`config.mk`:
```
export PLATFORM = sky130hd
export DESIGN_NAME = hazard_scoreboard
export DESIGN_NICKNAME = d
export VERILOG_FILES = /design/src/rtl/hazard_scoreboard.sv
export SDC_FILE = /design/constraint.sdc
export NUM_CORES = 1
export LEC_CHECK = 0
export BUFFER_PORTS_ARGS = -buffer_cell sky130_fd_sc_hd__buf_2
export CAP_MARGIN = 25
export CORE_MARGIN = 5
export CORE_UTILIZATION = 25
export DETAILED_ROUTE_END_ITERATION = 6
export SYNTH_ARGS = -nofsm -noshare
export SYNTH_HDL_FRONTEND = slang
export SYNTH_SLANG_ARGS = --single-unit
```
`constraint.sdc`:
```
create_clock -name clk -period 2.83 [get_ports clk]
set_input_delay 0.283 -clock clk [delete_from_list [all_inputs] [get_ports clk]]
set_output_delay 0.283 -clock clk [all_outputs]
set_load 0.02 [all_outputs]
```
`src/rtl/hazard_scoreboard.sv`:
```
`default_nettype none
// ============================================================================
// Module  : hazard_scoreboard
// Brief   : Decode-side hazard controller with a shadow E/M/W pipeline,
//           stall/flush/forward generation and saturating event counters.
// Rev     : 1.0 - initial release
// ============================================================================
module hazard_scoreboard #(
    parameter int CNT_WIDTH = 16
) (
    input  logic                 clk,
    input  logic                 rst,
    input  logic [4:0]           Rs1D,
    input  logic [4:0]           Rs2D,
    input  logic [4:0]           RdD,
    input  logic                 RegWriteD,
    input  logic [1:0]           ResultSrcD,
    input  logic                 PCSrcE,
    input  logic                 MemStallM,
    output logic                 StallF,
    output logic                 StallD,
    output logic                 FlushD,
    output logic                 FlushE,
    output logic [1:0]           ForwardAE,
    output logic [1:0]           ForwardBE,
    output logic [CNT_WIDTH-1:0] stall_cnt,
    output logic [CNT_WIDTH-1:0] flush_cnt
);

    localparam logic [1:0]           c_fwd_none = 2'b00;
    localparam logic [1:0]           c_fwd_w    = 2'b01;
    localparam logic [1:0]           c_fwd_m    = 2'b10;
    localparam logic [1:0]           c_src_load = 2'b01;
    localparam logic [CNT_WIDTH-1:0] c_cnt_one  = {{(CNT_WIDTH-1){1'b0}}, 1'b1};
    localparam logic [CNT_WIDTH-1:0] c_cnt_max  = {CNT_WIDTH{1'b1}};

    // Shadow pipeline slots
    logic       r_e_valid, r_e_regwrite, r_e_load;
    logic [4:0] r_e_rd, r_e_rs1, r_e_rs2;
    logic       r_m_valid, r_m_regwrite, r_m_load;
    logic [4:0] r_m_rd;
    logic       r_w_valid, r_w_regwrite, r_w_load;
    logic [4:0] r_w_rd;

    logic [CNT_WIDTH-1:0] r_stall_cnt, r_flush_cnt;

    logic w_lw_stall;

    // x0 is hardwired zero, so a slot targeting it never produces a hazard.
    function automatic logic slot_match(input logic v, input logic rw,
                                        input logic [4:0] rd, input logic [4:0] r);
        return v & rw & (rd != 5'd0) & (rd == r);
    endfunction

    assign w_lw_stall = r_e_load &
                        (slot_match(r_e_valid, r_e_regwrite, r_e_rd, Rs1D) |
                         slot_match(r_e_valid, r_e_regwrite, r_e_rd, Rs2D));

    always_comb begin
        StallF = 1'b0;
        StallD = 1'b0;
        FlushD = 1'b0;
        FlushE = 1'b0;
        if (MemStallM) begin
            StallF = 1'b1;
            StallD = 1'b1;
        end else begin
            StallF = w_lw_stall;
            StallD = w_lw_stall;
            FlushD = PCSrcE;
            FlushE = w_lw_stall | PCSrcE;
        end
    end

    always_comb begin
        ForwardAE = c_fwd_none;
        ForwardBE = c_fwd_none;
        if (r_e_valid) begin
            if (slot_match(r_m_valid, r_m_regwrite, r_m_rd, r_e_rs1))
                ForwardAE = c_fwd_m;
            else if (slot_match(r_w_valid, r_w_regwrite, r_w_rd, r_e_rs1))
                ForwardAE = c_fwd_w;

            if (slot_match(r_m_valid, r_m_regwrite, r_m_rd, r_e_rs2))
                ForwardBE = c_fwd_m;
            else if (slot_match(r_w_valid, r_w_regwrite, r_w_rd, r_e_rs2))
                ForwardBE = c_fwd_w;
        end
    end

    always_ff @(posedge clk) begin
        if (rst) begin
            r_e_valid    <= 1'b0;
            r_e_regwrite <= 1'b0;
            r_e_load     <= 1'b0;
            r_e_rd       <= 5'd0;
            r_e_rs1      <= 5'd0;
            r_e_rs2      <= 5'd0;
            r_m_valid    <= 1'b0;
            r_m_regwrite <= 1'b0;
            r_m_load     <= 1'b0;
            r_m_rd       <= 5'd0;
            r_w_valid    <= 1'b0;
            r_w_regwrite <= 1'b0;
            r_w_load     <= 1'b0;
            r_w_rd       <= 5'd0;
        end else if (!MemStallM) begin
            r_w_valid    <= r_m_valid;
            r_w_regwrite <= r_m_regwrite;
            r_w_load     <= r_m_load;
            r_w_rd       <= r_m_rd;
            r_m_valid    <= r_e_valid;
            r_m_regwrite <= r_e_regwrite;
            r_m_load     <= r_e_load;
            r_m_rd       <= r_e_rd;
            if (FlushE) begin
                r_e_valid    <= 1'b0;
            end else begin
                r_e_valid    <= 1'b1;
                r_e_regwrite <= RegWriteD;
                r_e_load     <= (ResultSrcD == c_src_load);
                r_e_rd       <= RdD;
                r_e_rs1      <= Rs1D;
                r_e_rs2      <= Rs2D;
            end
        end
    end

    // Counters keep running through memory freezes so freeze time is visible.
    always_ff @(posedge clk) begin
        if (rst) begin
            r_stall_cnt <= '0;
            r_flush_cnt <= '0;
        end else begin
            if (StallD && (r_stall_cnt != c_cnt_max))
                r_stall_cnt <= r_stall_cnt + c_cnt_one;
            if (FlushE && (r_flush_cnt != c_cnt_max))
                r_flush_cnt <= r_flush_cnt + c_cnt_one;
        end
    end

    assign stall_cnt = r_stall_cnt;
    assign flush_cnt = r_flush_cnt;

endmodule
`default_nettype wire

```
==> metrics.cfg <==
[clocking]
post_cts_buffers = 0
numCtsBuffers = 9
path_clk_slew_ns = 0.05
htreeDepth = 3
clockBufferDepth = 2
clk_latency_ns = 0.33
cts_root_buffer = clkbuf_16
cts_tree = yes
cts.sinks = 64

[sta]
fin_crit_ns = 2.42
slew_headroom = 0.380
skew_ns = 0.00676
finalSetupViolCount = 0
max_freq_ghz = 0.414
hold_viol_final = 0
setup_tns_ns = 0
finalCritPeriodShare = 0.855
rsz0062_at_grt = no
whs_ns = 0.201
drv_slew = 0
worst_slew_pin_slew_ns = 0.930

[finish]
area_growth_pct = 24.6
layout.nets = 457
antenna_cells = 0
final-seq-area_mm2 = 0.00128
drive_above_1_share = 0.251
multi_input_area_mm2 = 0.00198
fillCellCount = 1416

[power_and_ir_drop]
powerDensity_mw_per_mm2 = 560
ir_drop_mv = 0.379
p_leak_nw = 1.75

[floorplanning]
rows = 42
start_util = 0.254
pin_count = 62
core_region_area_mm2 = 0.0132
fp.dieW_um = 126
dieArea_mm2 = 0.0158
die_h_um = 126

[synthesis]
synth_compound_area_frac = 0.0709
syn_area_mm2 = 0.00335
yosysUniqueCellTypes = 45
synth_fa_ha_area_frac = 0.00747
synthSimpleGateAreaFrac = 0.270
synth_cells = 376
synth_top_family_by_area = simple AND/OR/NAND/NOR gates
ys_ff_latch = 64
muxShareOfSynthArea = 0.149
yosysWarningCount = 0
yosysSeqAreaShare = 0.382
synthXorXnorAreaFrac = 0.0862
syn_avg_cell_area_um2 = 8.91
syn-num-nets = 400

[drt]
firstDrtPassIters = 4
drc = 0
drt_iter0_markers = 215
num_vias = 2891
ant_nets = 0
wl_per_cell_um = 14.7
finalWirelength_mm = 9.03
routed_via_density = 4.71

[critical_path]
critPathMaxFanout = 22
worstPathArrival_ns = 2.14
reg2reg_depth = 7
cp-end-kind = output pin
critPathKind = reg -> out
cp-start-kind = flop
crit_required_ns = 2.55

[place]
portBuffers = 61
gp_congestion = 0.870
dp_hpwl_mm = 6.60

[job]
cap_violations = 0

[global_routing]
grt.total_usage = 0.116
grt_first_pass_wirelength_mm = 14.8
grt_pass1_vias = 2871
antenna_found_initial = 0
gr-total-overflow = 0
grt_max_degree = 52

[hold_path]
whs_path_depth = 3
min_path_type = in -> reg

[status]
status = finished, final reports clean

where the power goes:
| part | switching [W] | total, W | internal, W | leakage [nW] |
|---|---|---|---|---|
| registers | 0.0000276 | 0.000950 | 0.000922 | 0.519 |
| logic | 0.000116 | 0.000198 | 0.0000813 | 1.07 |
| clock network | 0.000402 | 0.00119 | 0.000790 | 0.158 |
state kept, by name, indices dropped and copies added, names as in the netlist:
register and count:
r_e_regwrite 1, flush_cnt 16, r_m_valid 1, r_w_rd 5, r_m_rd 5, r_e_valid 1
r_w_regwrite 1, r_w_valid 1, r_e_load 1, r_e_rs1 5, r_m_regwrite 1, stall_cnt 16
r_e_rs2 5, r_e_rd 5
critical path, cell delays in order, from the launching register on:
cell	delay, ns
dfxtp_1	0.43
xor2_1	0.23
nor3_2	0.08
a22o_4	0.28
a21oi_4	0.48
nor2_1	0.11
buf_2	0.19
per-layer routing:
layer  part of all wire  global-route usage  vias up
li1                   -                   -     1440
met1               0.48               0.152     1381
met2               0.45               0.183       65
met3              0.060              0.0402        5
met4             0.0073              0.0278        0
met5                  0                   0        -
synth_stat cells:
cell type  count  share of area
nor2b_1       17          0.032
a31o_1         1         0.0026
o31ai_1        7          0.016
nor2_1        65          0.073
nand3_2        1         0.0030
a21oi_1       12          0.018
nand3b_1       2         0.0045
nor3b_1        2         0.0045
nand4_1        9          0.017
o211ai_1       1         0.0022
nor4b_1        2         0.0052
ha_1           2         0.0075
buf_6          2         0.0067
mux2_2        15          0.050
nor3_2         2         0.0060
xor2_1        20          0.052
nand2_1        9          0.010
nor4_1         7          0.013
or2_2          1         0.0019
inv_1          4         0.0045
a211oi_1       1         0.0022
nor3_1        12          0.018
nand3_1       19          0.028
mux2_1         1         0.0034
o32ai_2        1         0.0049
a21oi_2        3         0.0078
buf_1          2         0.0022
and2_1         4         0.0075
a22o_4         1         0.0052
or4_1          9          0.020
nand2b_1       5         0.0093
buf_4          2         0.0045
buf_2          3         0.0045
mux2i_1       32          0.096
a31oi_1        1         0.0019
o2111ai_1      1         0.0026
or3_4          1         0.0034
a221oi_1       1         0.0026
nor4bb_1       1         0.0030
and3_1         5         0.0093
clkbuf_1      10          0.011
xnor2_1       13          0.034
a31o_2         2         0.0052
dfxtp_1       64           0.38
nor2_2         1         0.0019
layout make-up:
| class | instances | area share |
|---|---|---|
| multi-input cells | 289 | 0.474 |
| flip-flops and latches | 64 | 0.307 |
| repair buffers | 65 | 0.0863 |
| clock buffers | 10 | 0.0572 |
| well taps | 176 | 0.0527 |
| clock inverters | 6 | 0.0198 |
| inverters | 4 | 0.00359 |
cell families (layout without fill, tap and decap cells):
logic type               Yosys count  in the layout
XOR/XNOR                          33             33
buffers and inverters             23             85
flip-flops                        64             64
AND/OR/NAND/NOR                  174            174
multiplexers                      48             48
adder cells (fa/ha/maj)            2              2
AO/OA/AOI/OAI                     32             32
worst paths after layout:
path	from	to	slack (ns)
worst max-delay path	r_e_rd[4]	FlushE	0.41
worst max register to register	stall_cnt[0]	stall_cnt[15]	0.43
worst min-delay path	RdD[1]	r_e_rd[1]	0.20
worst min register to register	r_e_load	r_e_load	0.50
per-stage QoR:
step	instance area [µm²]	total power, W	utilization	setup WS [ns]	cells
after global placement	3850	0.00116	0.292	0.484	598
final	4180	0.00234	0.317	0.412	614
after detailed placement	3850	0.00117	0.292	0.370	598
after global routing	4180	0.00244	0.317	0.221	614
after floorplan	3350	0.00110	-	0.518	376
after CTS	4170	0.00237	0.316	0.0631	614
cell usage in the layout (no fill, tap or decap), drive strengths merged, types with 2 or more instances in the layout:
cell type   n
clkbuf     10
a21oi      15
xor2       20
buf        65
nand2b      5
xnor2      13
nor3       14
nand3b      2
and3        5
nor3b       2
or4         9
ha          2
clkinv      3
nor4b       2
and2        4
nor4        7
o31ai       7
a31o        3
nor2b      17
nand2       9
bufinv      2
nand3      20
dfxtp      64
mux2       16
nor2       66
inv         4
mux2i      32
nand4       9
repair_timing:
action / in CTS / in global routing
hold buffers: 0 / 0
endpoints found under the setup margin: 0 / 1
resized for setup: 0 / 1
No activity file was read; power rests on OpenSTA's default activity.
